==> config.mk <==
export PLATFORM = sky130hd
export DESIGN_NAME = mux_rr_sched
export DESIGN_NICKNAME = d
export VERILOG_FILES = /design/src/rtl/mux_sched_pkg.sv /design/src/rtl/rr_pick.sv /design/src/rtl/mux_rr_sched.sv
export SDC_FILE = /design/constraint.sdc
export NUM_CORES = 1
export LEC_CHECK = 0
export BUFFER_PORTS_ARGS = -buffer_cell sky130_fd_sc_hd__clkbuf_2
export CORE_MARGIN = 3
export CORE_UTILIZATION = 45
export DETAILED_ROUTE_END_ITERATION = 10
export PLACE_DENSITY_LB_ADDON = 0.3
export SYNTH_ARGS = -nofsm -noshare
export SYNTH_HDL_FRONTEND = slang
export SYNTH_SLANG_ARGS = --single-unit
==> constraint.sdc <==
create_clock -name clk -period 3.65 [get_ports clk]
set_input_delay 0.365 -clock clk [delete_from_list [all_inputs] [get_ports clk]]
set_output_delay 0.365 -clock clk [all_outputs]
set_load 0.01 [all_outputs]
==> src/rtl/mux_sched_pkg.sv <==
// Shared constants, FSM state type and select decode for the round-robin
// scheduler in front of the 8:1 dataflow mux.
package mux_sched_pkg;

    localparam int N      = 8;
    localparam int SEL_W  = 3;
    localparam int HOLD_W = 4;

    typedef enum logic [0:0] {
        IDLE = 1'b0,
        HOLD = 1'b1
    } state_e;

    function automatic logic [N-1:0] onehot(input logic [SEL_W-1:0] sel);
        logic [N-1:0] vec;
        vec = N'(1) << sel;
        return vec;
    endfunction

endpackage

==> src/rtl/rr_pick.sv <==
// Combinational round-robin pick: first set request strictly after ptr,
// wrapping, with ptr itself examined last.
module rr_pick
    import mux_sched_pkg::*;
(
    input  logic [N-1:0]     req,
    input  logic [SEL_W-1:0] ptr,
    output logic [SEL_W-1:0] winner,
    output logic             any
);

    logic [SEL_W-1:0] start_s;
    logic [N-1:0]     rot_s;
    logic [SEL_W-1:0] idx_s;

    // start wraps 7 -> 0, which is exactly the "no rotation" case
    assign start_s = ptr + SEL_W'(1);

    // rotate so the search start sits at bit 0, then take the lowest set bit
    always_comb begin
        rot_s = N'({req, req} >> start_s);
        idx_s = SEL_W'(0);
        for (int i = N - 1; i >= 0; i--) begin
            if (rot_s[i]) begin
                idx_s = SEL_W'(i);
            end else begin
                idx_s = idx_s;
            end
        end
    end

    assign winner = idx_s + start_s;
    assign any    = |req;

endmodule

==> src/rtl/mux_rr_sched.sv <==
// Round-robin scheduler driving the mux_dataflow select lines, holding each
// grant for a programmable slot and flagging when the mux output is valid.
module mux_rr_sched
    import mux_sched_pkg::*;
(
    input  logic              clk,
    input  logic              rst_n,
    input  logic              en,
    input  logic [N-1:0]      req,
    input  logic [HOLD_W-1:0] hold_len,
    output logic [SEL_W-1:0]  sel,
    output logic [N-1:0]      grant,
    output logic              valid,
    output logic              slot_end
);

    state_e            state_r;
    logic [HOLD_W-1:0] cnt_r;
    logic [SEL_W-1:0]  ptr_r;
    logic [SEL_W-1:0]  sel_r;
    logic [N-1:0]      grant_r;
    logic              valid_r;

    logic [SEL_W-1:0]  win_s;
    logic              any_s;
    logic              slot_done_s;
    logic              issue_s;
    logic [HOLD_W-1:0] load_cnt_s;

    rr_pick u_pick (
        .req    (req),
        .ptr    (ptr_r),
        .winner (win_s),
        .any    (any_s)
    );

    // Slot termination (count exhausted or owner released) and grant decision
    always_comb begin
        slot_done_s = 1'b0;
        issue_s     = 1'b0;
        load_cnt_s  = HOLD_W'(0);
        if (state_r == HOLD) begin
            slot_done_s = (cnt_r == HOLD_W'(0)) || !req[sel_r];
        end else begin
            slot_done_s = 1'b0;
        end
        issue_s = en && any_s && ((state_r == IDLE) || slot_done_s);
        // a zero slot length behaves as a one-cycle slot
        if (hold_len == HOLD_W'(0)) begin
            load_cnt_s = HOLD_W'(0);
        end else begin
            load_cnt_s = hold_len - HOLD_W'(1);
        end
    end

    // FSM, slot counter, last-grant pointer and output registers
    always_ff @(posedge clk or negedge rst_n) begin
        if (!rst_n) begin
            state_r <= IDLE;
            cnt_r   <= HOLD_W'(0);
            ptr_r   <= SEL_W'(N - 1);
            sel_r   <= SEL_W'(0);
            grant_r <= N'(0);
            valid_r <= 1'b0;
        end else if (issue_s) begin
            state_r <= HOLD;
            cnt_r   <= load_cnt_s;
            ptr_r   <= win_s;
            sel_r   <= win_s;
            grant_r <= onehot(win_s);
            valid_r <= 1'b1;
        end else if (slot_done_s) begin
            // sel keeps its last value so the mux input does not glitch
            state_r <= IDLE;
            grant_r <= N'(0);
            valid_r <= 1'b0;
        end else if (state_r == HOLD) begin
            cnt_r <= cnt_r - HOLD_W'(1);
        end
    end

    assign sel      = sel_r;
    assign grant    = grant_r;
    assign valid    = valid_r;
    // early release must be visible in the same cycle the owner drops req
    assign slot_end = slot_done_s;

endmodule

# Word-level counts from Yosys, hierarchy flattened
# Index checks and enable logic that the tools add are counted.
# W data, S select, Z words.
dict set report word_totals {
  out_inout_bits 13
  inputBits 15
  word_cells 44
  regBits 19
}
dict set report classes {
  eq_ne 1
  shifts 2
  n_addsub 4
  muxes 19
  magnitude_cmp 1
  n_bitwise 1
  n_reduce_logical 11
}
# op n
set op_table {}
lappend op_table {{$mux W3} 8}
lappend op_table {{$mux W4} 4}
lappend op_table {{$mux W8} 2}
lappend op_table {{$shr A16 B3 Y8} 1}
lappend op_table {{$logic_not A4 Y1} 2}
lappend op_table {{$reduce_or A8 Y1} 1}
lappend op_table {{$shl A1 B3 Y8 const A} 1}
lappend op_table {{$sub A4 B1 Y4 const B} 2}
lappend op_table {{$lt A3 B4 Y1 const B} 1}
lappend op_table {{$mux W1} 4}
lappend op_table {{$reduce_bool A2 Y1} 2}
lappend op_table {{$add A3 B1 Y3 const B} 1}
lappend op_table {{$add A3 B3 Y3} 1}
lappend op_table {{$bmux W1 S3} 1}
lappend op_table {{$logic_and A1 B1 Y1} 2}
lappend op_table {{$logic_or A1 B1 Y1} 2}
lappend op_table {{$ne A2 B1 Y1 const B} 1}
lappend op_table {{$reduce_and A2 Y1} 1}
lappend op_table {{$logic_not A1 Y1} 1}
lappend op_table {{$not A1 Y1} 1}

# Depth between registers and ports, before layout
# Gate-level depths: netlist of run 1.
dict set report logic_depth {
  ltp_word 13
  ltp_mapped 14
  ltp_nobuf 13
}

# Hierarchy
# A second synthesis of run 1 with hierarchy kept.
dict set report unflattened {
  cells_unflattened 140
  hier_area_um2 1500.2
}
# mod seq_area_each_um2 n_inst cells_per_inst area_per_inst_um2
set by_module_without_submodules {}
lappend by_module_without_submodules {mux_rr_sched 479.2 1 95 1039.7}
lappend by_module_without_submodules {rr_pick 0.0 1 45 460.4}

# Worst setup path after synthesis of run 1
# Ideal clock, no wire load.
dict set report synth_path {
  path_type {register to register}
  start {register ptr_r[0]}
  end {register grant_r[0] (netlist: grant[0])}
  required_time_ps 3528
  setup_slack_ps 383
  t_arrival_ps 3146
  path_buffers 2
  path_stages_with_launch 14
  synth_period_minus_slack_ps 3267
  setup_time_ps 122
  cell_sequence {dfstp_2 > buf_2 > buf_1 > mux2_2 > o21ai_0 > nand2_1 > o22ai_1 > a21o_1 > ha_1 > inv_1 > fa_1 > xnor2_1 > xnor2_2 > a32o_1}
}
dict set report synth_between {
  elab_chain_len 13
}
# element line
set synth_lines {}
lappend synth_lines {{start, declared} mux_rr_sched.sv:19} ;# logic [SEL_W-1:0] ptr_r;
lappend synth_lines {{start signal, assigned} mux_rr_sched.sv:61} ;# ptr_r <= SEL_W'(N - 1);
lappend synth_lines {{start signal, assigned} mux_rr_sched.sv:68} ;# ptr_r <= win_s;
lappend synth_lines {{$add A3 B1 Y3 *} rr_pick.sv:17} ;# assign start_s = ptr + SEL_W'(1);
lappend synth_lines {{$shr A16 B3 Y8} rr_pick.sv:21} ;# rot_s = N'({req, req} >> start_s);
lappend synth_lines {{$mux W3 (8 in a row)} rr_pick.sv:24} ;# if (rot_s[i]) begin
lappend synth_lines {{$add A3 B3 Y3 *} rr_pick.sv:32} ;# assign winner = idx_s + start_s;
lappend synth_lines {{$shl A1 B3 Y8 *} mux_sched_pkg.sv:16} ;# vec = N'(1) << sel;
lappend synth_lines {{$mux W8 *} mux_rr_sched.sv:65} ;# end else if (issue_s) begin
lappend synth_lines {{end signal, assigned} mux_rr_sched.sv:70} ;# grant_r <= onehot(win_s);
lappend synth_lines {{end, declared} mux_rr_sched.sv:21} ;# logic [N-1:0] grant_r;
# Mark *: on every way between the ends. The rest lies on a longest branch, timed or not.
# A chain may end at the register's enable or synchronous reset.

# Worst setup path in the final report of run 1
dict set report layout_path {
  start {register ptr_r[0]}
  end {register grant_r[3] (netlist: grant[3])}
}
# Same word-level chain as after synthesis.

==> impl_metrics.tcl, run 1 <==
set metrics [dict create \
    start_kind "flop" \
    most-common-layout-cells "clkbuf_2, nand2_1, dfrtp_1" \
    grt_overflow_total 0 \
    drc 0 \
    crit_chain "buf_4 -> mux2_2 -> o21ai_0 -> nand2_1 -> o22ai_1 -> a21o_1 -> ha_1 -> inv_1 -> fa_1 -> xnor2_1 -> xnor2_2 -> a32o_1" \
    grt_first_pass_wirelength_um 6510 \
    routed_wl_um 3720 \
    tightest_slew_ns 0.591 \
    clkTransAtPathRegs_ns 0.11 \
    max_freq_mhz 304 \
    grt_max_degree 22 \
    die_h_um 65.7 \
    numCtsBuffers 3 \
    vias 1467 \
    clock-skew-final_ns 0.00225 \
    ios 28 \
    avgRoutedWirePerCell_um 14.7 \
    syn-num-nets 204 \
    port-buffer-count 27 \
    gp_congestion 0.915 \
    row_count 21 \
    start_util 0.474 \
    finalSetupTns_ns 0 \
    nNetsFinal 228 \
    rsz0062_at_grt "no" \
    hold_buffers 0 \
    synth_ff_type "dfrtp_1" \
    synth_area_leaders "dfrtp_1, nand2_1, dfstp_2, a21oi_1, nor2_1" \
    slowest_delay_ns 0.55 \
    grt_pass1_vias 1341 \
    period_minus_slack_ns 3.29 \
    clk_latency_ns 0.29 \
    synth-edff-count 0 \
    syn_to_final_growth_pct 10.4 \
    grt.total_usage 0.187 \
    slew_violations 0 \
    nFillCells 309 \
    worstPathArrival_ns 3.52 \
    dieArea_um2 4320 \
    hold_ws_ns -0.00598 \
    cts-resized-gates 0 \
    synth_cell_types 61 \
    clock_sinks 19 \
    critical_path.slowest_cell "dfstp_2" \
    ys_ff_latch 19 \
    num_antenna_cells 0 \
    drt_first_pass_iters 4 \
    syn_avg_cell_area_um2 8.72 \
    critical_path.max_fanout 21 \
    hold_path_class "input port to asynchronous set/reset pin" \
    drtAntennaViolNets 0 \
    finalHoldViolCount 7 \
    maxCapViolCount 0 \
    finalSetupViolCount 0 \
    crit_type "flop to flop" \
    cts_setup_buffers 0 \
    antenna_found_initial 0 \
    outcome "complete, but fails checks" \
    synth_top_cell_by_area "dfrtp_1" \
    synthCells 184 \
    chipWidth_um 65.7 \
    drt_iter0_drc 166 \
    layout-drive-gt1-share 0.227 \
    end_kind "flop" \
    synth_area_um2 1610 \
    slew_headroom 0.605 \
    worst_ep_required_time_ns 3.89 \
    core_area_um2 3390 \
    clockRootBuffer "clkbuf_4" \
    fin_crit_sh 0.900 \
    seq_area_frac_synth 0.299 \
    yosysTopAreaCellShare 0.249 \
    dpl.hpwl_um 2750 \
    ys_warn_count 0 \
    cts_tree "done" \
    violations "hold timing" \
    async_flop_share 1.00 \
    layout_commonest_cell "clkbuf_2" \
    vias_per_cell 5.80 \
    htree_levels 1 \
    clk_path_buf_depth 2 \
]
[final cells by class]
type / count / area [µm²] / share of cell area
Inverter: 8 / 30.0 / 0.0169
Clock buffer: 4 / 26.3 / 0.0148
Multi-Input combinational cell: 147 / 1030 / 0.581
Timing Repair Buffer: 29 / 150 / 0.0847
Sequential cell: 19 / 479 / 0.270
Tap cell: 46 / 57.6 / 0.0325
[kinds of logic after synthesis]
family          count (synthesis)  share of synthesized area
simple gates                   70                      0.226
compound gates                 61                      0.283
flops                          19                      0.299
buf+inv                        18                     0.0608
mux                             6                     0.0561
xor+xnor                        5                     0.0320
fa+ha+maj                       5                     0.0436
[per-layer routing]
layer,track usage,routed length [µm],vias up
li1,-,-,737
met2,0.273,1570,40
met4,0.0337,30,0
met1,0.292,1950,686
met5,0,0,-
met3,0.0256,170,4
[worst paths after layout]
check	startpoint	to	slack (ns)	cells after the start
max in group asynchronous	rst_n	ptr_r[0]	3.31	1
worst min-delay path	rst_n	grant[4]	-0.006	1
worst max-delay path	ptr_r[0]	grant[3]	0.36	12
min in group clk	en	valid	0.42	3
worst max register to register	ptr_r[0]	grant[3]	0.36	12
worst min register to register	ptr_r[1]	ptr_r[1]	0.50	2
[cells in the mapped netlist, types with 2 or more instances]
master      n
a32o_1      3
nor2_1     14
a2111oi_0   2
a32oi_1     3
buf_2       2
a21o_1      2
or3_1       2
o21ai_1     2
ha_1        4
a31oi_1     3
o31ai_1     2
clkbuf_1    2
xor2_1      2
o21ai_0     8
nand2_1    23
buf_6       3
dfstp_2     3
nor3_1      5
dfrtp_1    16
a211oi_1    5
nand2b_1    2
nand3_1     6
xnor2_1     2
or4b_1      2
a211o_1     3
nor2b_1     7
a21oi_1    11
mux2i_1     3
inv_1       8
o22ai_1     3
[stage by stage]
stage / std cells / hold slack (ns) / setup slack (ns) / utilization / area (µm²)
6_report: 253 / -0.00598 / 0.365 / 0.523 / 1770
5_1_grt: 253 / 0.0115 / 0.0223 / 0.523 / 1770
4_1_cts: 253 / 0.0184 / 0.389 / 0.523 / 1770
3_5_place_dp: 249 / 0.342 / 0.419 / 0.515 / 1750
3_3_place_gp: 249 / 0.339 / 0.437 / 0.515 / 1750
2_1_floorplan: 184 / 0.0694 / 0.383 / - / 1610
[state kept, by name, indices dropped and copies added (netlist names)]
name,flops
grant,8
cnt_r,4
ptr_r,3
sel,3
valid,1
[critical path: cells and delay by family (launching register included)]
family	cells	cell delay (ns)
adders and majority gates	2	0.50
xor gates and xnor gates	2	0.59
DFF	1	0.55
muxes	1	0.37
buffers and inverters	2	0.29
AOI/OAI and AO/OA	4	0.82
and+or+nand+nor	1	0.11
Power of run 1 is not shown: default switching activity piles up to over one toggle a cycle in this logic, so the estimate is an artifact.
==> run 2, diff against run 1 <==
--- a/config.mk
+++ b/config.mk
@@ -6,7 +6,6 @@
 export NUM_CORES = 1
 export LEC_CHECK = 0
 export BUFFER_PORTS_ARGS = -buffer_cell sky130_fd_sc_hd__clkbuf_2
-export CORE_MARGIN = 3
 export CORE_UTILIZATION = 45
 export DETAILED_ROUTE_END_ITERATION = 10
 export PLACE_DENSITY_LB_ADDON = 0.3
==> run 2 against run 1 <==
Compared with the run above: the flow still finishes with violations (hold timing); count of clock-buffer cells in the layout decreased by 1; register-to-register slack got worse by 0.05 ns; fmax decreased by 1.6%.
==> impl_metrics.tcl, run 2 (synthesis gave the netlist of run 1 again) <==
set metrics [dict create \
    grt_first_pass_wirelength_um 5930 \
    multi_input_area_um2 1030 \
    grt.total_usage 0.212 \
    utilization 0.524 \
    slew_headroom 0.599 \
    nNetsFinal 228 \
    drtAntennaViolNets 0 \
    dpl.hpwl_um 2840 \
    crit_type "flop to flop" \
    clock_sinks 19 \
    row_count 21 \
    layout-drive-gt1-share 0.232 \
    most-common-layout-cells "clkbuf_2, nand2_1, dfrtp_1" \
    start_util 0.474 \
    clockRootBuffer "clkbuf_4" \
    seqCellArea_um2 479 \
    cts-resized-gates 0 \
    grt_overflow_total 0 \
    worstPathArrival_ns 3.58 \
    hold_buffers 0 \
    grt_max_degree 20 \
    crit_chain "ha_1 -> xor2_1 -> nor4b_1 -> a221oi_1 -> a21o_1 -> fa_1 -> xnor2_1 -> xnor2_2 -> a32o_1" \
    chipWidth_um 61.7 \
    clk_path_buf_depth 2 \
    slew_violations 0 \
    core_area_um2 3390 \
    layout_commonest_cell "clkbuf_2" \
    routed_wl_um 3720 \
    rsz0062_at_grt "no" \
    vias_per_cell 6.04 \
    slowest_delay_ns 0.66 \
    num_antenna_cells 0 \
    hold_path_class "input port to asynchronous set/reset pin" \
    clk_latency_ns 0.30 \
    period_minus_slack_ns 3.34 \
    largest_reg_flops 8 \
    grt_pass1_vias 1293 \
    finalSetupViolCount 0 \
    drc 0 \
    outcome "complete, but fails checks" \
    drt_iter0_drc 128 \
    port-buffer-count 27 \
    die_h_um 61.7 \
    end_kind "flop" \
    cts_setup_buffers 0 \
    ios 28 \
    gp_congestion 0.908 \
    violations "hold timing" \
    vias 1528 \
    tightest_slew_ns 0.593 \
    clkTransAtPathRegs_ns 0.11 \
    nFillCells 325 \
    start_kind "flop" \
    htree_levels 1 \
    finalSetupTns_ns 0 \
    syn_to_final_growth_pct 10.6 \
    dieArea_um2 3810 \
    numCtsBuffers 3 \
    antenna_found_initial 0 \
    fin_crit_sh 0.915 \
    avgRoutedWirePerCell_um 14.7 \
    cts_tree "done" \
    r2r_slack_ns 0.31 \
    finalHoldViolCount 12 \
    drt_first_pass_iters 4 \
    critical_path.max_fanout 11 \
    clock-skew-final_ns 0.00320 \
    maxCapViolCount 0 \
    max_freq_mhz 300 \
    worst_ep_required_time_ns 3.89 \
    critical_path.slowest_cell "dfstp_2" \
    hold_ws_ns -0.00862 \
]
[run 2: worst paths after layout]
| check | depth (start not counted) | start | to |
|---|---|---|---|
| setup / recovery | 9 | ptr_r[0] | grant[3] |
| hold / removal | 1 | rst_n | grant[2] |
| setup reg to reg | 9 | ptr_r[0] | grant[3] |
| hold reg to reg | 2 | ptr_r[1] | ptr_r[1] |
| max in group asynchronous | 1 | rst_n | ptr_r[0] |
| min in group clk | 3 | en | valid |
[run 2: area by class of cell]
type	count	area share
well taps	46	0.0324
multi-input cells	147	0.579
clock buffers	3	0.0127
clock inverters	1	0.00423
flip-flops and latches	19	0.270
inverters	8	0.0169
repair buffers	29	0.0846
[run 2: critical path: cells and delay by family (launching register included)]
family          cells  cell delay, ns
flops               1            0.66
xor+xnor            3            0.76
simple gates        1            0.56
compound gates      3            0.63
fa+ha+maj           2            0.66
[run 2: layer usage]
layer | wire length, µm | share of wire | GRT usage
met1 | 1780 | 0.48 | 0.312
met5 | 0 | 0 | 0
met4 | 40 | 0.011 | 0.0698
met3 | 280 | 0.075 | 0.0352
met2 | 1620 | 0.44 | 0.318
[run 2: metrics by stage]
stage	cell area, µm²	hold WS [ns]	cells	setup WS (ns)
CTS	1780	0.00386	253	0.318
finish	1780	-0.00862	253	0.312
global placement	1750	0.333	249	0.389
global route	1780	0.0138	253	0.0602
floorplan	1610	0.0694	184	0.383
detailed placement	1750	0.339	249	0.337
Power of run 2 is left out for the same reason.
